`src/rtl/and_or_32bit.sv`:
```
// Bit-sliced bitwise AND/OR unit. It has a zero-latency combinational path and a
// registered copy of both results with a valid flag for pipelined consumers.
module and_or_32bit #(
  parameter int unsigned WIDTH = 32
) (
  input  logic             clk,
  input  logic             reset,
  input  logic [WIDTH-1:0] in_a,
  input  logic [WIDTH-1:0] in_b,
  input  logic             in_valid,
  output logic [WIDTH-1:0] out_and,
  output logic [WIDTH-1:0] out_or,
  output logic [WIDTH-1:0] q_and,
  output logic [WIDTH-1:0] q_or,
  output logic             q_valid
);

  logic [WIDTH-1:0] and_d, and_q;
  logic [WIDTH-1:0] or_d, or_q;
  logic             valid_d, valid_q;

  // One AND gate and one OR gate per bit. Each result bit depends only on its own input bits.
  for (genvar i = 0; i < WIDTH; i++) begin : g_slice
    assign out_and[i] = in_a[i] & in_b[i];
    assign out_or[i]  = in_a[i] | in_b[i];
  end

  always_comb begin
    and_d   = and_q;
    or_d    = or_q;
    valid_d = 1'b0;
    if (in_valid) begin
      and_d   = out_and;
      or_d    = out_or;
      valid_d = 1'b1;
    end
  end

  // Reset is synchronous and takes priority over in_valid.
  always_ff @(posedge clk) begin
    if (reset) begin
      and_q   <= '0;
      or_q    <= '0;
      valid_q <= 1'b0;
    end else begin
      and_q   <= and_d;
      or_q    <= or_d;
      valid_q <= valid_d;
    end
  end

  assign q_and   = and_q;
  assign q_or    = or_q;
  assign q_valid = valid_q;

endmodule

```
`config.mk`:
```
export PLATFORM = sky130hd
export DESIGN_NAME = and_or_32bit
export DESIGN_NICKNAME = d
export VERILOG_FILES = /design/src/rtl/and_or_32bit.sv
export SDC_FILE = /design/constraint.sdc
export NUM_CORES = 1
export LEC_CHECK = 0
export CORE_UTILIZATION = 25
export CTS_CLUSTER_DIAMETER = 100
export DETAILED_ROUTE_END_ITERATION = 10
export PLACE_DENSITY_LB_ADDON = 0.3
export SYNTH_ARGS = -nofsm -noshare
export SYNTH_HDL_FRONTEND = slang
export SYNTH_SLANG_ARGS = --single-unit
```
`constraint.sdc`:
```
create_clock -name clk -period 2.8 [get_ports clk]
set_clock_uncertainty 0.15 [all_clocks]
set_input_delay 0.56 -clock clk [delete_from_list [all_inputs] [get_ports clk]]
set_output_delay 0.56 -clock clk [all_outputs]
set_load 0.02 [all_outputs]
```
# Word level (Yosys, flattened, before mapping)
# Index checks and enable logic that the tools add are counted.
[word_totals] regBits=65 in_bits=67 out_inout_bits=129 word_cells=68
[classes] muxes=1 n_bitwise=64
[op_table] cell="1-bit bitwise AND" count=32
[op_table] cell="1-bit OR" count=32
[op_table] cell="1-bit 2-to-1 mux" count=1

# Longest topological paths before layout
# Gate-level depths: netlist of run 1.
[logic_depth] word_depth=1 mapped_depth=4 ltp_nobuf=2

# Worst setup path before layout of run 1
# No wires, ideal clock.
[synth_timing] path_type="input to output" from="in in_b[0]" to="out out_or[0]" t_arrival_ns=0.823 t_required_ns=2.090 path_slack_ns=1.267 path_stages=2 path_buffers=0 path_cell_list="nor2_1 > inv_1"
[synth_via] elab_chain_cells=1
[synth_lines] item="start, declared" line_no="9" source="input logic [WIDTH-1:0] in_b,"
[synth_lines] item="1-bit OR" line_no="25" source="assign out_or[i] = in_a[i] | in_b[i];"
[synth_lines] item="end, declared" line_no="12" source="output logic [WIDTH-1:0] out_or,"
# Every way passes these cells.

# Worst setup path in the final report of run 1
[layout_timing] from="in in_b[4]" to="out out_or[4]"
# Same word-level chain as after synthesis.

==> metrics, run 1 <==
status finished clean; Max IR drop VDD between 0.15 and 0.2 mV; reg2reg setup slack 1.94 ns; CP Launch Type input pin; drt drc 0; post-synthesis average cell area between 8 and 9 um^2; post-CTS setup repair buffer count 0; FF-to-FF path depth 2; Area Growth Syn to Fin 78.5%; DR WL/cell ~12 um; dpl cell area just under 0.005 mm^2; Synth top cells by count dfxtp_1, nor2_1, inv_1, nand2b_1; first-pass GRT wire length ~12 mm; Post-Route Setup TNS 0 ns; asr flop ratio synth 0; post-route antenna net violation count 0; reg2reg start q_or[20]; Initial Util 0.258; CTS H-Tree Depth 3; most used flip-flop cell after synthesis dfxtp_1; DR pass1 iterations 4; Min-Delay Endpoint q_and[31]; Leakage between 0.0015 and 0.002 uW; vias in the first global route between 2k and 3k; min cycle time layout between 2 and 3 ns; Die ar. 0.0116 mm^2; hpwl dp between 5 and 6 mm; Site Rows 38; Clk pin slew, worst setup/hold paths about 0.06 ns; Area contributors post-synth dfxtp_1, nor2_1, nand2b_1, and2_1, a211oi_1; layout cell share with drive strength beyond 1 0.0505; post-synth cell types 13; global-route total usage across every layer 0.136; initial antenna violation count 0; core area approximately 0.011 mm^2; fillers 1105; Die Span X 108 um; CTS root buf clkbuf_8; Clock Path Buffers 2; top-count cell post-synth dfxtp_1; Sequential Area around 0.0013 mm^2; number of synthesized register bits 65; unrepaired setup endpoints after global routing false; Critical Path AT 1.82 ns; n_diodes 0; Worst Path Max Fanout 3; detail-routed via count per cell 4.31; Post-synth EDFFs 0; Post-Syn Area about 0.0028 mm^2; Least-Margin Pin Slew approximately 0.67 ns; post_cts resized 0; CTS Hold Bufs 0; Die Height 108 um; final-report hold violation count 0; MaxCap Viol Count 0; Fin Hold WS about 0.32 ns; Sink Count 65; Syn Nets 411; worst endpoint required time 2.09 ns; total vias in the final route just under 3k; final-stage net count 600; biggest area consumer among synthesized cells dfxtp_1; initial drt markers 96; Clock Latency Late Sink 0.33 ns; YS warnings 0; TritonCTS Buffers 9; Pwr per Cell Area approximately 460 mW/mm^2; Hold/Removal Path Class reg -> reg; CTS tree yes; Final Cell Area 0.00501 mm^2; GRT overflow 0; RD Place Congestion roughly 0.68; CP Class in -> out; # IOs slightly below 200; Syn Inst Count approximately 340; post-synthesis sequential area ratio 0.464; Synth top area share 0.464; CP endpoint kind output pin; detailed-route wire length 8.03 mm; Peak Freq ~0.39 GHz; Hold Path Depth 2; slew margin rel. 0.555; Final Max Slew Viols 0; IO buf count around 200; final cycle utilization of the critical path 0.905; critical hold path startpoint q_and[31]; largest net degree at the start of global routing 66; final setup violation count 0; Critical R2R Capture q_or[20]; area of the multi-input gates between 0.001 and 0.0015 mm^2
critical path, cell delays in order:
cell,delay (ns)
clkdlybuf4s50_1,0.44
nor2_1,0.21
inv_1,0.06
clkdlybuf4s50_1,0.55
kinds of logic after synthesis:
group,synth area share
buf+inv,0.0896
flops,0.464
simple gates,0.288
compound gates,0.159
worst max path at each step:
stage / from / to / cells past startpoint
floorplan: in_b[0] / out_or[0] / 2
global placement: in_b[4] / out_or[4] / 4
detailed placement: in_b[4] / out_or[4] / 4
CTS: in_a[12] / out_and[12] / 3
global route: in_b[4] / out_or[4] / 4
finish: in_b[4] / out_or[4] / 4
per-layer routing:
metal | vias to the layer above | share of wire | GRT usage
li1 | 1504 | - | -
met1 | 1284 | 0.42 | 0.156
met4 | 0 | 0.0093 | 0.0499
met5 | - | 0 | 0
met2 | 114 | 0.46 | 0.224
met3 | 5 | 0.10 | 0.0591
per-stage QoR:
step	instances	worst slack, ns	utilization	power, uW
floorplan	344	1.27	-	1300
global placement	662	0.268	0.444	1630
detailed placement	662	0.261	0.444	1640
CTS	675	0.261	0.460	2360
global route	675	0.180	0.460	2440
finish	675	0.266	0.460	2310
registers in the layout, indices dropped and copies added, names as in the netlist:
name	flops
q_or	32
q_valid	1
q_and	32
power by group:
part	switching, uW	total [uW]	internal (uW)	leakage (uW)
sequential	25.1	1000	979	0.000537
combinational	298	610	312	0.00123
clock	321	701	380	0.0000875
total	644	2310	1670	0.00186
layout by cell type (no fill, tap or decap):
cell type / n
and2_1: 32
buf_2: 1
nand3_1: 32
nand2b_1: 33
clkbuf_1: 1
inv_1: 33
clkbuf_8: 12
dfxtp_1: 65
a211oi_1: 23
nor2_1: 64
a21oi_1: 32
clkdlybuf4s50_1: 193
a211oi_2: 9
buf_4: 4
buf_12: 1
layout make-up:
type                    count  share of cell area
repair buffers            199               0.397
flip-flops and latches     65               0.260
multi-input cells         225               0.250
well taps                 140              0.0350
clock buffers              13              0.0337
inverters                  33              0.0247
Power figures use the tool's default switching activity.
==> run 2: changes to the inputs <==
--- a/config.mk
+++ b/config.mk
@@ -8,7 +8,9 @@
 export CORE_UTILIZATION = 25
 export CTS_CLUSTER_DIAMETER = 100
 export DETAILED_ROUTE_END_ITERATION = 10
+export GPL_TIMING_DRIVEN = 0
 export PLACE_DENSITY_LB_ADDON = 0.3
+export SETUP_SLACK_MARGIN = 0.2
 export SYNTH_ARGS = -nofsm -noshare
 export SYNTH_HDL_FRONTEND = slang
 export SYNTH_SLANG_ARGS = --single-unit
==> metrics, run 2 (same netlist as run 1, synthesis figures left out) <==
post-route antenna net violation count 0; Post-Route Setup TNS 0 ns; n_diodes 0; commonest cells after routing, fill and taps aside clkdlybuf4s50_1, dfxtp_1, nor2_1, inv_1, nand2b_1; CP endpoint kind output pin; core area roughly 0.011 mm^2; final-report hold violation count 0; Worst Path Max Fanout 3; CP most frequent cell clkdlybuf4s50_1; Leakage 0.00194 uW; GRT overflow 0; CP Launch Type input pin; layout cell share with drive strength beyond 1 0.0759; crit path buf inv count 3; Die Span X between 100 and 150 um; Initial Util 0.258; Hold/Removal Path Class reg -> reg; global-route total usage across every layer 0.154; IO buf count approximately 190; detailed-route wire length 9.05 mm; largest net degree at the start of global routing 12; worst endpoint required time approximately 2.1 ns; final cycle utilization of the critical path 0.904; hpwl dp roughly 7 mm; area of the multi-input gates around 0.0013 mm^2; MaxCap Viol Count 0; Area Growth Syn to Fin 83.9%; reg2reg setup slack ~2.0 ns; Final Max Slew Viols 0; RD Place Congestion approximately 0.71; initial drt markers 99; total vias in the final route roughly 3k; Peak Freq 0.395 GHz; Max IR drop VDD 0.282 mV; first-pass GRT wire length around 14 mm; Die Height about 110 um; initial antenna violation count 0; detail-routed via count per cell between 4 and 5; unrepaired setup endpoints after global routing false; # IOs 196; Least-Margin Pin Slew 0.492 ns; Critical Path AT around 1.8 ns; worst slack, placed between 0.2 and 0.3 ns; CTS tree yes; Die ar. between 0.01 and 0.015 mm^2; CTS H-Tree Depth 3; TritonCTS Buffers 9; Site Rows 38; final-stage net count slightly above 600; vias in the first global route between 2k and 3k; final setup violation count 0; Sequential Area approximately 0.0013 mm^2; DR pass1 iterations 4; Clk pin slew, worst setup/hold paths approximately 0.070 ns; Crit path largest cell delay 0.54 ns; drt drc 0; Pwr per Cell Area 503 mW/mm^2; CTS root buf clkbuf_8; min cycle time layout 2.53 ns; fillers between 1k and 1.5k; slew margin rel. 0.672; commonest non-fill, non-tap cell in the layout clkdlybuf4s50_1; DR WL/cell 13.1 um; CP cell instances clkdlybuf4s50_1 > nor2_1 > inv_1 > clkdlybuf4s50_1; Clock Latency Late Sink ~0.34 ns; Cells after DPL 677; setup ws final ~0.27 ns; non-filler cells, final 693; delay-heaviest family, CP buffers and inverters; status finished clean; CP Class in -> out; Clock Path Buffers 2; Sink Count 65; post-CTS setup repair buffer count 0; slowest cell on the critical path clkdlybuf4s50_1
run 2: changes by cell type in the layout (fill, tap and decap cells not counted), moves of 2 or more:
cell	previous run	this run
buf_2	1	9
buf_6	0	2
clkbuf_1	1	5
buf_4	4	6
bufinv_16	0	3
clkbuf_8	12	10
run 2: what timing repair did:
item,4_1_cts,5_1_grt
hold buffers,0,0
resized for setup,0,1
setup endpoints to repair,0,1
run 2: worst paths after layout:
check | startpoint | cells after the start | endpoint
worst max-delay path | in_b[4] | 4 | out_or[4]
worst max register to register | q_or[2] | 2 | q_or[2]
worst min register to register | q_and[31] | 2 | q_and[31]
worst min-delay path | q_and[31] | 2 | q_and[31]
run 2: layer usage:
metal | vias up | track usage | wire (um) | share of wire
met5 | - | 0 | 0 | 0
met4 | 0 | 0.0528 | 99 | 0.011
met2 | 129 | 0.271 | 4440 | 0.49
met3 | 10 | 0.0591 | 801 | 0.089
li1 | 1530 | - | - | -
met1 | 1385 | 0.170 | 3710 | 0.41
run 2: where the power goes:
part	switching [uW]	internal [uW]	total (uW)
clock	350	615	965
combinational	307	319	626
sequential	25.8	978	1000
total	683	1910	2600
run 2: per-stage QoR:
| stage | power, uW | instance area, um^2 | util | hold slack [ns] |
|---|---|---|---|---|
| after detailed placement | 1660 | 4910 | 0.451 | 0.310 |
| after floorplan | 1300 | 2810 | - | 0.393 |
| after global routing | 2720 | 5160 | 0.474 | 0.336 |
| after global placement | 1650 | 4910 | 0.451 | 0.305 |
| after CTS | 2640 | 5160 | 0.474 | 0.320 |
| final | 2600 | 5160 | 0.474 | 0.317 |
run 2: final cells by class:
| cell class | instances | area share |
|---|---|---|
| Tap cell | 140 | 0.0340 |
| Timing Repair Buffer | 193 | 0.374 |
| Buffer | 21 | 0.0247 |
| Clock buffer | 11 | 0.0274 |
| Inverter | 33 | 0.0240 |
| Multi-Input combinational cell | 225 | 0.243 |
| Clock inverter | 5 | 0.0199 |
| Sequential cell | 65 | 0.252 |
run 2: worst register-to-register path, stage by stage (launching register included):
cell      delay [ns]
dfxtp_1         0.33
nor2_1          0.05
a211oi_1        0.20
